--- src/rtl/am_agc_ctrl.sv ---
// rtl/am_agc_ctrl.sv - AM rectifier/scaler with windowed peak-envelope gain control
//
// Purpose:
//   Full-wave rectifies signed AM samples (with saturation) and scales them by
//   2^gain_shift before forwarding to the demod low-pass FIR. A window FSM
//   measures the peak of the scaled magnitude over WIN_LEN valid samples. At
//   the end of each window it nudges gain_shift so the FIR input sits between
//   LO_TH and HI_TH.
//
// Ports:
//   clk          in   1    system clock
//   rst_n        in   1    asynchronous active-low reset
//   enable       in   1    1 = run AGC loop; 0 = freeze gain, FSM to IDLE
//   sample_valid in   1    sample_in valid this cycle
//   sample_in    in   DW   signed AM sample
//   rect_valid   out  1    rect_data valid (to FIR)
//   rect_data    out  DW   scaled, saturated magnitude (MSB always 0)
//   gain_shift   out  3    current gain exponent
//   peak_last    out  DW   peak of last completed window
//   locked       out  1    gain stable for LOCK_WINS windows

module am_agc_ctrl #(
  parameter int DW         = 16,
  parameter int WIN_LEN    = 1024,
  parameter int HI_TH      = 28000,
  parameter int LO_TH      = 12000,
  parameter int MAX_SHIFT  = 4,
  parameter int INIT_SHIFT = 0,
  parameter int LOCK_WINS  = 4
) (
  input  logic          clk,
  input  logic          rst_n,
  input  logic          enable,
  input  logic          sample_valid,
  input  logic [DW-1:0] sample_in,
  output logic          rect_valid,
  output logic [DW-1:0] rect_data,
  output logic [2:0]    gain_shift,
  output logic [DW-1:0] peak_last,
  output logic          locked
);

  // Shifted magnitude is kept 7 bits wider than a sample so no shift by a
  // 3-bit exponent can wrap before the saturation compare.
  localparam int SW = DW + 7;
  localparam int CW = (WIN_LEN > 2) ? $clog2(WIN_LEN) : 1;
  localparam int IW = $clog2(LOCK_WINS + 1) > 0 ? $clog2(LOCK_WINS + 1) : 1;

  localparam logic [CW-1:0] CNT_LAST  = CW'(WIN_LEN - 1);
  localparam logic [DW-1:0] HI_LIM    = DW'(HI_TH);
  localparam logic [DW-1:0] LO_LIM    = DW'(LO_TH);
  localparam logic [2:0]    MAX_G     = 3'(MAX_SHIFT);
  localparam logic [2:0]    INIT_G    = 3'(INIT_SHIFT);
  localparam logic [IW-1:0] LOCK_N    = IW'(LOCK_WINS);
  localparam logic [DW-1:0] POS_MAX   = {1'b0, {(DW-1){1'b1}}};

  typedef enum logic [1:0] {
    IDLE    = 2'd0,
    MEASURE = 2'd1,
    UPDATE  = 2'd2
  } state_t;

  state_t        state;
  logic [CW-1:0] cnt;
  logic [DW-1:0] peak;
  logic [IW-1:0] inband_cnt;

  // ------------------------------------------------------------------
  // Rectify and scale (combinational, uses the gain currently in force)
  // ------------------------------------------------------------------
  logic [DW-1:0] neg_val;
  logic [DW-1:0] abs_full;
  logic [DW-2:0] mag;
  logic [SW-1:0] shifted;
  logic [DW-1:0] scaled;

  always_comb begin
    neg_val  = ~sample_in + 1'b1;
    abs_full = sample_in[DW-1] ? neg_val : sample_in;
    // Only the most negative input still has its MSB set after negation.
    mag      = abs_full[DW-1] ? {(DW-1){1'b1}} : abs_full[DW-2:0];
    shifted  = {8'b0, mag} << gain_shift;
    if (|shifted[SW-1:DW-1]) begin
      scaled = POS_MAX;
    end else begin
      scaled = shifted[DW-1:0];
    end
  end

  // ------------------------------------------------------------------
  // Window-end decision terms
  // ------------------------------------------------------------------
  logic          go_down;
  logic          go_up;
  logic [IW-1:0] inband_inc;

  always_comb begin
    go_down    = (peak > HI_LIM) && (gain_shift != 3'd0);
    go_up      = (peak < LO_LIM) && (gain_shift < MAX_G);
    inband_inc = (inband_cnt >= LOCK_N) ? inband_cnt : inband_cnt + 1'b1;
  end

  // ------------------------------------------------------------------
  // Datapath registers and window FSM
  // ------------------------------------------------------------------
  always_ff @(posedge clk or negedge rst_n) begin
    if (!rst_n) begin
      rect_valid <= 1'b0;
      rect_data  <= '0;
      gain_shift <= INIT_G;
      peak_last  <= '0;
      locked     <= 1'b0;
      state      <= IDLE;
      cnt        <= '0;
      peak       <= '0;
      inband_cnt <= '0;
    end else begin
      // The FIR feed runs independently of the AGC loop.
      rect_valid <= sample_valid;
      if (sample_valid) begin
        rect_data <= scaled;
      end

      case (state)
        IDLE: begin
          cnt  <= '0;
          peak <= '0;
          if (enable) begin
            state <= MEASURE;
          end
        end

        MEASURE: begin
          if (!enable) begin
            // Partial window is thrown away; gain and lock status hold.
            state <= IDLE;
            cnt   <= '0;
            peak  <= '0;
          end else if (sample_valid) begin
            if (scaled > peak) begin
              peak <= scaled;
            end
            if (cnt == CNT_LAST) begin
              state <= UPDATE;
            end else begin
              cnt <= cnt + 1'b1;
            end
          end
        end

        UPDATE: begin
          peak_last <= peak;
          if (go_down) begin
            gain_shift <= gain_shift - 3'd1;
            inband_cnt <= '0;
            locked     <= 1'b0;
          end else if (go_up) begin
            gain_shift <= gain_shift + 3'd1;
            inband_cnt <= '0;
            locked     <= 1'b0;
          end else begin
            inband_cnt <= inband_inc;
            locked     <= (inband_inc >= LOCK_N);
          end

          // A sample arriving now opens the next window, scaled with the
          // gain that was in force before this update.
          if (enable) begin
            state <= MEASURE;
            if (sample_valid) begin
              cnt  <= CW'(1);
              peak <= scaled;
            end else begin
              cnt  <= '0;
              peak <= '0;
            end
          end else begin
            state <= IDLE;
            cnt   <= '0;
            peak  <= '0;
          end
        end

        default: begin
          state <= IDLE;
          cnt   <= '0;
          peak  <= '0;
        end
      endcase
    end
  end

endmodule

--- config.mk ---
export PLATFORM = sky130hd
export DESIGN_NAME = am_agc_ctrl
export DESIGN_NICKNAME = d
export VERILOG_FILES = /design/src/rtl/am_agc_ctrl.sv
export SDC_FILE = /design/constraint.sdc
export NUM_CORES = 1
export LEC_CHECK = 0
export CAP_MARGIN = 20
export CELL_PAD_IN_SITES_DETAIL_PLACEMENT = 0
export CELL_PAD_IN_SITES_GLOBAL_PLACEMENT = 1
export CORE_MARGIN = 8
export CORE_UTILIZATION = 30
export DETAILED_ROUTE_END_ITERATION = 7
export GPL_ROUTABILITY_DRIVEN = 0
export PLACE_DENSITY = 0.59
export SKIP_LAST_GASP = 1
export SYNTH_ARGS = -nofsm -noshare
export SYNTH_HDL_FRONTEND = slang
export SYNTH_SLANG_ARGS = --single-unit
export TNS_END_PERCENT = 20
--- constraint.sdc ---
create_clock -name clk -period 8.8 [get_ports clk]
set_input_delay 1.76 -clock clk [delete_from_list [all_inputs] [get_ports clk]]
set_output_delay 1.76 -clock clk [all_outputs]
set_load 0.02 [all_outputs]
# --- After elaboration in Yosys (flattened, before gate mapping) ---
# Index checks and enable logic that the tools add are counted.
op_classes:
  n_addsub: 5
  n_lt_le_gt_ge: 6
  n_eq_ne: 8
  n_shift: 1
  muxes: 28
  bitwise_logic: 1
  n_reduce_logical: 10
ops:
  columns: ["operator", "count"]
  rows:
  - ["16-bit two-way mux", 7]
  - ["10-bit two-way mux", 4]
  - ["16-bit one-hot mux with 2 select lines", 1]
  - ["15-bit by 3-bit << shifter with 23-bit output", 1]
  - ["10-bit one-hot mux with 2 select lines", 1]
  - ["16-bit by 1-bit adder with 16-bit output, second input constant", 1]
  - ["16-bit by 15-bit > comparator with 1-bit output, second input constant", 1]
  - ["16-bit > comparator", 1]
  - ["16-bit by 14-bit less-than comparator with 1-bit output, second input constant", 1]
  - ["16-bit NOT", 1]
  - ["15-bit two-way mux", 1]
  - ["3-bit two-way mux", 5]
  - ["3-bit != test, second input constant", 4]
  - ["10-bit by 1-bit adder with 10-bit output, second input constant", 1]
  - ["10-bit == test, second input constant", 1]
  - ["2-bit two-way mux", 4]
  - ["8-bit OR reduction", 1]
  - ["3-bit by 1-bit adder with 3-bit output, second input constant", 2]
  - ["3-bit >= comparator, second input constant", 2]
  - ["2-bit one-hot mux with 3 select lines", 1]
  - ["2-bit AND reduction", 3]
  - ["1-bit two-way mux", 4]
  - ["3-bit less-than comparator, second input constant", 1]
  - ["3-bit AND reduction", 1]
  - ["8 further kinds", 9]
totals:
  reg_bits: 68
  input_bits: 20

# --- Logic depth before layout (Yosys ltp) ---
depth:
  word_depth: 12
  mapped_depth: 20
  depth_no_buf: 18

# --- Worst setup path after synthesis ---
# No wires, ideal clock.
synth_timing:
  path_kind: "input to register"
  start: "input port sample_in[5]"
  end: "register peak[10]"
  setup_time_ns: 0.066
  t_arrival_ns: 5.733
  required_ns: 8.734
  slack_ns: 3.001
  cell_stages: 19
  cell_sequence: "buf_6 > or4_4 > o41ai_4 > mux2i_1 > a211o_1 > a41oi_2 > a221oi_2 > buf_4 > nand2_1 > ha_1 > nor2b_1 > o21a_1 > o21ai_0 > a211o_1 > a21boi_0 > o22ai_1 > nor3_1 > clkbuf_1 > a22o_1"
synth_via:
  word_cells_on_any_way: 16
  cone_classes: "add/sub: 1; order compare: 1; eq/ne: 1; shift: 1; mux: 9; bitwise: 1; reduce/logical: 2"
synth_lines:
  columns: ["item", "line", "source"]
  rows:
  - ["start, declared", "35", "input logic [DW-1:0] sample_in,"]
  - ["16-bit NOT", "78", "neg_val = ~sample_in + 1'b1;"]
  - ["16-bit by 1-bit adder with 16-bit output", "78", null]
  - ["16-bit two-way mux (*)", "79", "abs_full = sample_in[DW-1] ? neg_val : sample_in;"]
  - ["15-bit two-way mux (*)", "81", "mag = abs_full[DW-1] ? {(DW-1){1'b1}} : abs_full[DW-2:0];"]
  - ["15-bit by 3-bit << shifter with 23-bit output (*)", "82", "shifted = {8'b0, mag} << gain_shift;"]
  - ["8-bit OR reduction", "83", "if (|shifted[SW-1:DW-1]) begin"]
  - ["16-bit two-way mux (*)", "83", null]
  - ["net scaled[1]", "75", "logic [DW-1:0] scaled;"]
  - ["16-bit > comparator (*)", "140", "if (scaled > peak) begin"]
  - ["3-bit != test (no line) (*)", null, null]
  - ["2-bit AND reduction (no line) (*)", null, null]
  - ["end signal, assigned", "141", "peak <= scaled;"]
  - ["end signal, assigned", "172", "peak <= scaled;"]
  - ["end, declared", "65", "logic [DW-1:0] peak;"]
# Mark *: on every way through the listed nets, which the timed path passes. The rest lies on a longest branch. The select of a mux whose other input is x is not followed.
# A chain may end at the register's enable or synchronous reset.

# --- Final worst setup path ---
layout_timing:
  start: "input port sample_in[3]"
  end: "register peak[10]"
# Same word-level chain as after synthesis.

==> impl_metrics.json <==
{
  "status": "finished, final reports clean",
  "ys_warn_count": 0,
  "maxCapViolCount": 0,
  "synth_top_area_frac": 0.3562,
  "final_common_cell": "dfrtp_1",
  "synth_cell_types": 64,
  "fmax_mhz": 140.0,
  "synth-seq-area-share": 0.3562,
  "synth-edff-count": 0,
  "grt_usage": 0.1365,
  "hold_viol": 0,
  "wire_per_inst_um": 16.88,
  "synth_area_um2": 4707,
  "cts_buffers": 9,
  "dieWidth_um": 141.3,
  "fin_setup_tns_ns": 0,
  "cts_tree": "yes",
  "syn_nets": 575,
  "ir_drop_mv": 0.09036,
  "worstReg2RegStart": "gain_shift[0]$_DFFE_PN0P_",
  "syn_to_final_growth_pct": 22.57,
  "maxSlewViolCount": 0,
  "top_level_ports": 57,
  "crit_fanout": 22,
  "grt_max_degree": 68,
  "drtIter0Drc": 226,
  "cts.sinks": 67,
  "drt_first_pass_iters": 5,
  "relSlewSlack": 0.3045,
  "grt_overflow": 0,
  "cts_max_level": 3,
  "worst-slew-pin-transition_ns": 1.043,
  "die_h_um": 141.3,
  "cp.arrival_ns": 7.36,
  "reg2reg_depth": 20,
  "min_path_type": "flop to flop",
  "final_cell_mix": "67 x dfrtp_1, 55 x clkdlybuf4s50_1, 42 x nand2_1",
  "coreArea_um2": 15260,
  "avgSynthCellArea_um2": 8.881,
  "post_cts_buffers": 0,
  "worst_setup_path_start_kind": "primary input",
  "worstSetupPathType": "primary input to flop",
  "ant_nets": 0,
  "place_inst": 770,
  "antenna_found_initial": 0,
  "synthFlopType": "dfrtp_1",
  "vias": 4202,
  "viasPerCell": 5.346,
  "end_kind": "flop",
  "holdCritStartpoint": "cnt[9]$_DFFE_PN0P_",
  "hold_end": "cnt[9]$_DFFE_PN0P_",
  "hpwl_mm": 9.917,
  "synth_cells": 530,
  "antennaDiodeCount": 0,
  "first_global_vias": 4083,
  "p_leak_uw": 0.002398,
  "async_flop_share": 1.000,
  "holdPathStages": 1,
  "fin_nets": 615,
  "clk_pin_slew_ns": 0.06,
  "portBuffers": 56,
  "finalCoreUtilization": 0.3781,
  "cts_root_buf": "clkbuf_16",
  "initial_core_util": 0.3085,
  "period_share": 0.8117,
  "place_area_um2": 5419,
  "ys_ff_latch": 67,
  "grt_pass1_wl_mm": 22.11,
  "setup_viol": 0,
  "fin_area_um2": 5769,
  "rsz0062_at_grt": "false",
  "drive_above_1_share": 0.1026,
  "layout_min_cycle_time_ns": 7.143,
  "drt_wl_total_mm": 13.27,
  "crit_path_start": "sample_in[3]",
  "final_cells": 786,
  "yosys-top-cells-area": "dfrtp_1 36%, ha_1 6.4%, mux2_2 5.3%",
  "dieArea_um2": 19950,
  "insertion_delay_ns": 0.33,
  "reg2reg_to": "peak[10]$_DFFE_PN0P_",
  "power.density_nw_per_um2": 170.8,
  "drc": 0,
  "cts-resized-gates": 0,
  "synth_area_leader_cell": "dfrtp_1",
  "r2r_slack_ns": 3.63,
  "fin_skew_ns": 0.003612,
  "rows": 45,
  "cts_buffer_depth": 2,
  "ctsHoldBuffers": 0,
  "required_ns": 9.02
}
==> critical path, cell delays in order <==
cell and delay [ns]:
clkdlybuf4s50_1 0.59, nor4_2 0.83, nand3_1 0.25, o311ai_0 0.67, a31oi_1 0.18, o21ai_1 0.27
a221oi_2 0.09, buf_4 0.25, nand2_1 0.11, ha_1 0.25, nor2b_1 0.13, o21a_1 0.16
o21ai_0 0.14, a211o_1 0.15, a21boi_0 0.08, o22ai_1 0.70, buf_4 0.29, nor3_1 0.08
buf_4 0.19, a22o_1 0.19
==> stage by stage <==
step	worst slack (ns)	total power [µW]	hold slack, ns
4_1_cts	1.707	999.5	0.4824
6_report	1.657	985.4	0.4800
3_5_place_dp	1.357	566.3	0.4756
5_1_grt	1.024	1040	0.5212
3_3_place_gp	1.548	565.9	0.4568
2_1_floorplan	3.001	485.3	0.4380
==> Yosys cell counts, types with 6 or more instances <==
library cell and n:
a21oi_1 30, a22o_1 14, a31oi_1 21, and3_1 11, clkbuf_1 23, dfrtp_1 67
ha_1 24, inv_1 31, mux2_2 22, mux2i_1 9, nand2_1 42, nand2b_1 9
nand3_1 23, nand4_1 8, nor2_1 39, nor2b_1 8, nor3_1 10, o21ai_0 30
o22ai_1 6, xnor2_1 8
==> cell families after synthesis <==
| group | after synthesis | share of synthesized area |
|---|---|---|
| AO/OA/AOI/OAI | 151 | 0.2206 |
| AND/OR/NAND/NOR | 175 | 0.1911 |
| adder cells (fa/ha/maj) | 25 | 0.06805 |
| XOR/XNOR | 12 | 0.02233 |
| flip-flops | 67 | 0.3562 |
| buffers and inverters | 66 | 0.05954 |
| other | 1 | 0.0007967 |
| multiplexers | 33 | 0.08134 |
==> worst max path at each step <==
stage / endpoint / slack (ns)
2_1_floorplan: peak[10]$_DFFE_PN0P_ / 3.00
3_3_place_gp: peak[8]$_DFFE_PN0P_ / 1.55
3_5_place_dp: peak[10]$_DFFE_PN0P_ / 1.36
4_1_cts: peak[10]$_DFFE_PN0P_ / 1.71
5_1_grt: peak[10]$_DFFE_PN0P_ / 1.02
6_report: peak[10]$_DFFE_PN0P_ / 1.66
==> where the power goes <==
group / switching (µW) / internal [µW]
Clock: 139 / 285
Sequential: 18.6 / 328
Combinational: 130 / 85.8
Total: 287 / 698
==> layer usage <==
| layer | global-route usage | vias to the layer above | wire length [µm] |
|---|---|---|---|
| met3 | 0.03120 | 9 | 588 |
| met5 | 0 | - | 0 |
| met4 | 0.03281 | 0 | 116 |
| li1 | - | 2039 | - |
| met2 | 0.2112 | 98 | 5943 |
| met1 | 0.1887 | 2056 | 6621 |
==> area by class of cell <==
cell class	instances	area, µm²
tap	211	264.0
inverter	32	120.1
multi-input combinational	397	2750
clock buffer	10	239.0
timing repair buffer	63	608.1
sequential	67	1677
fill	1539	9489
clock inverter	6	111.4
==> flip-flops by register name, indices dropped and copies added (netlist names) <==
| register | cells |
|---|---|
| gain_shift | 3 |
| rect_valid | 1 |
| peak | 16 |
| state | 2 |
| inband_cnt | 2 |
| cnt | 10 |
| rect_data | 16 |
| locked | 1 |
| peak_last | 16 |
(Power assumes the default switching activity.)
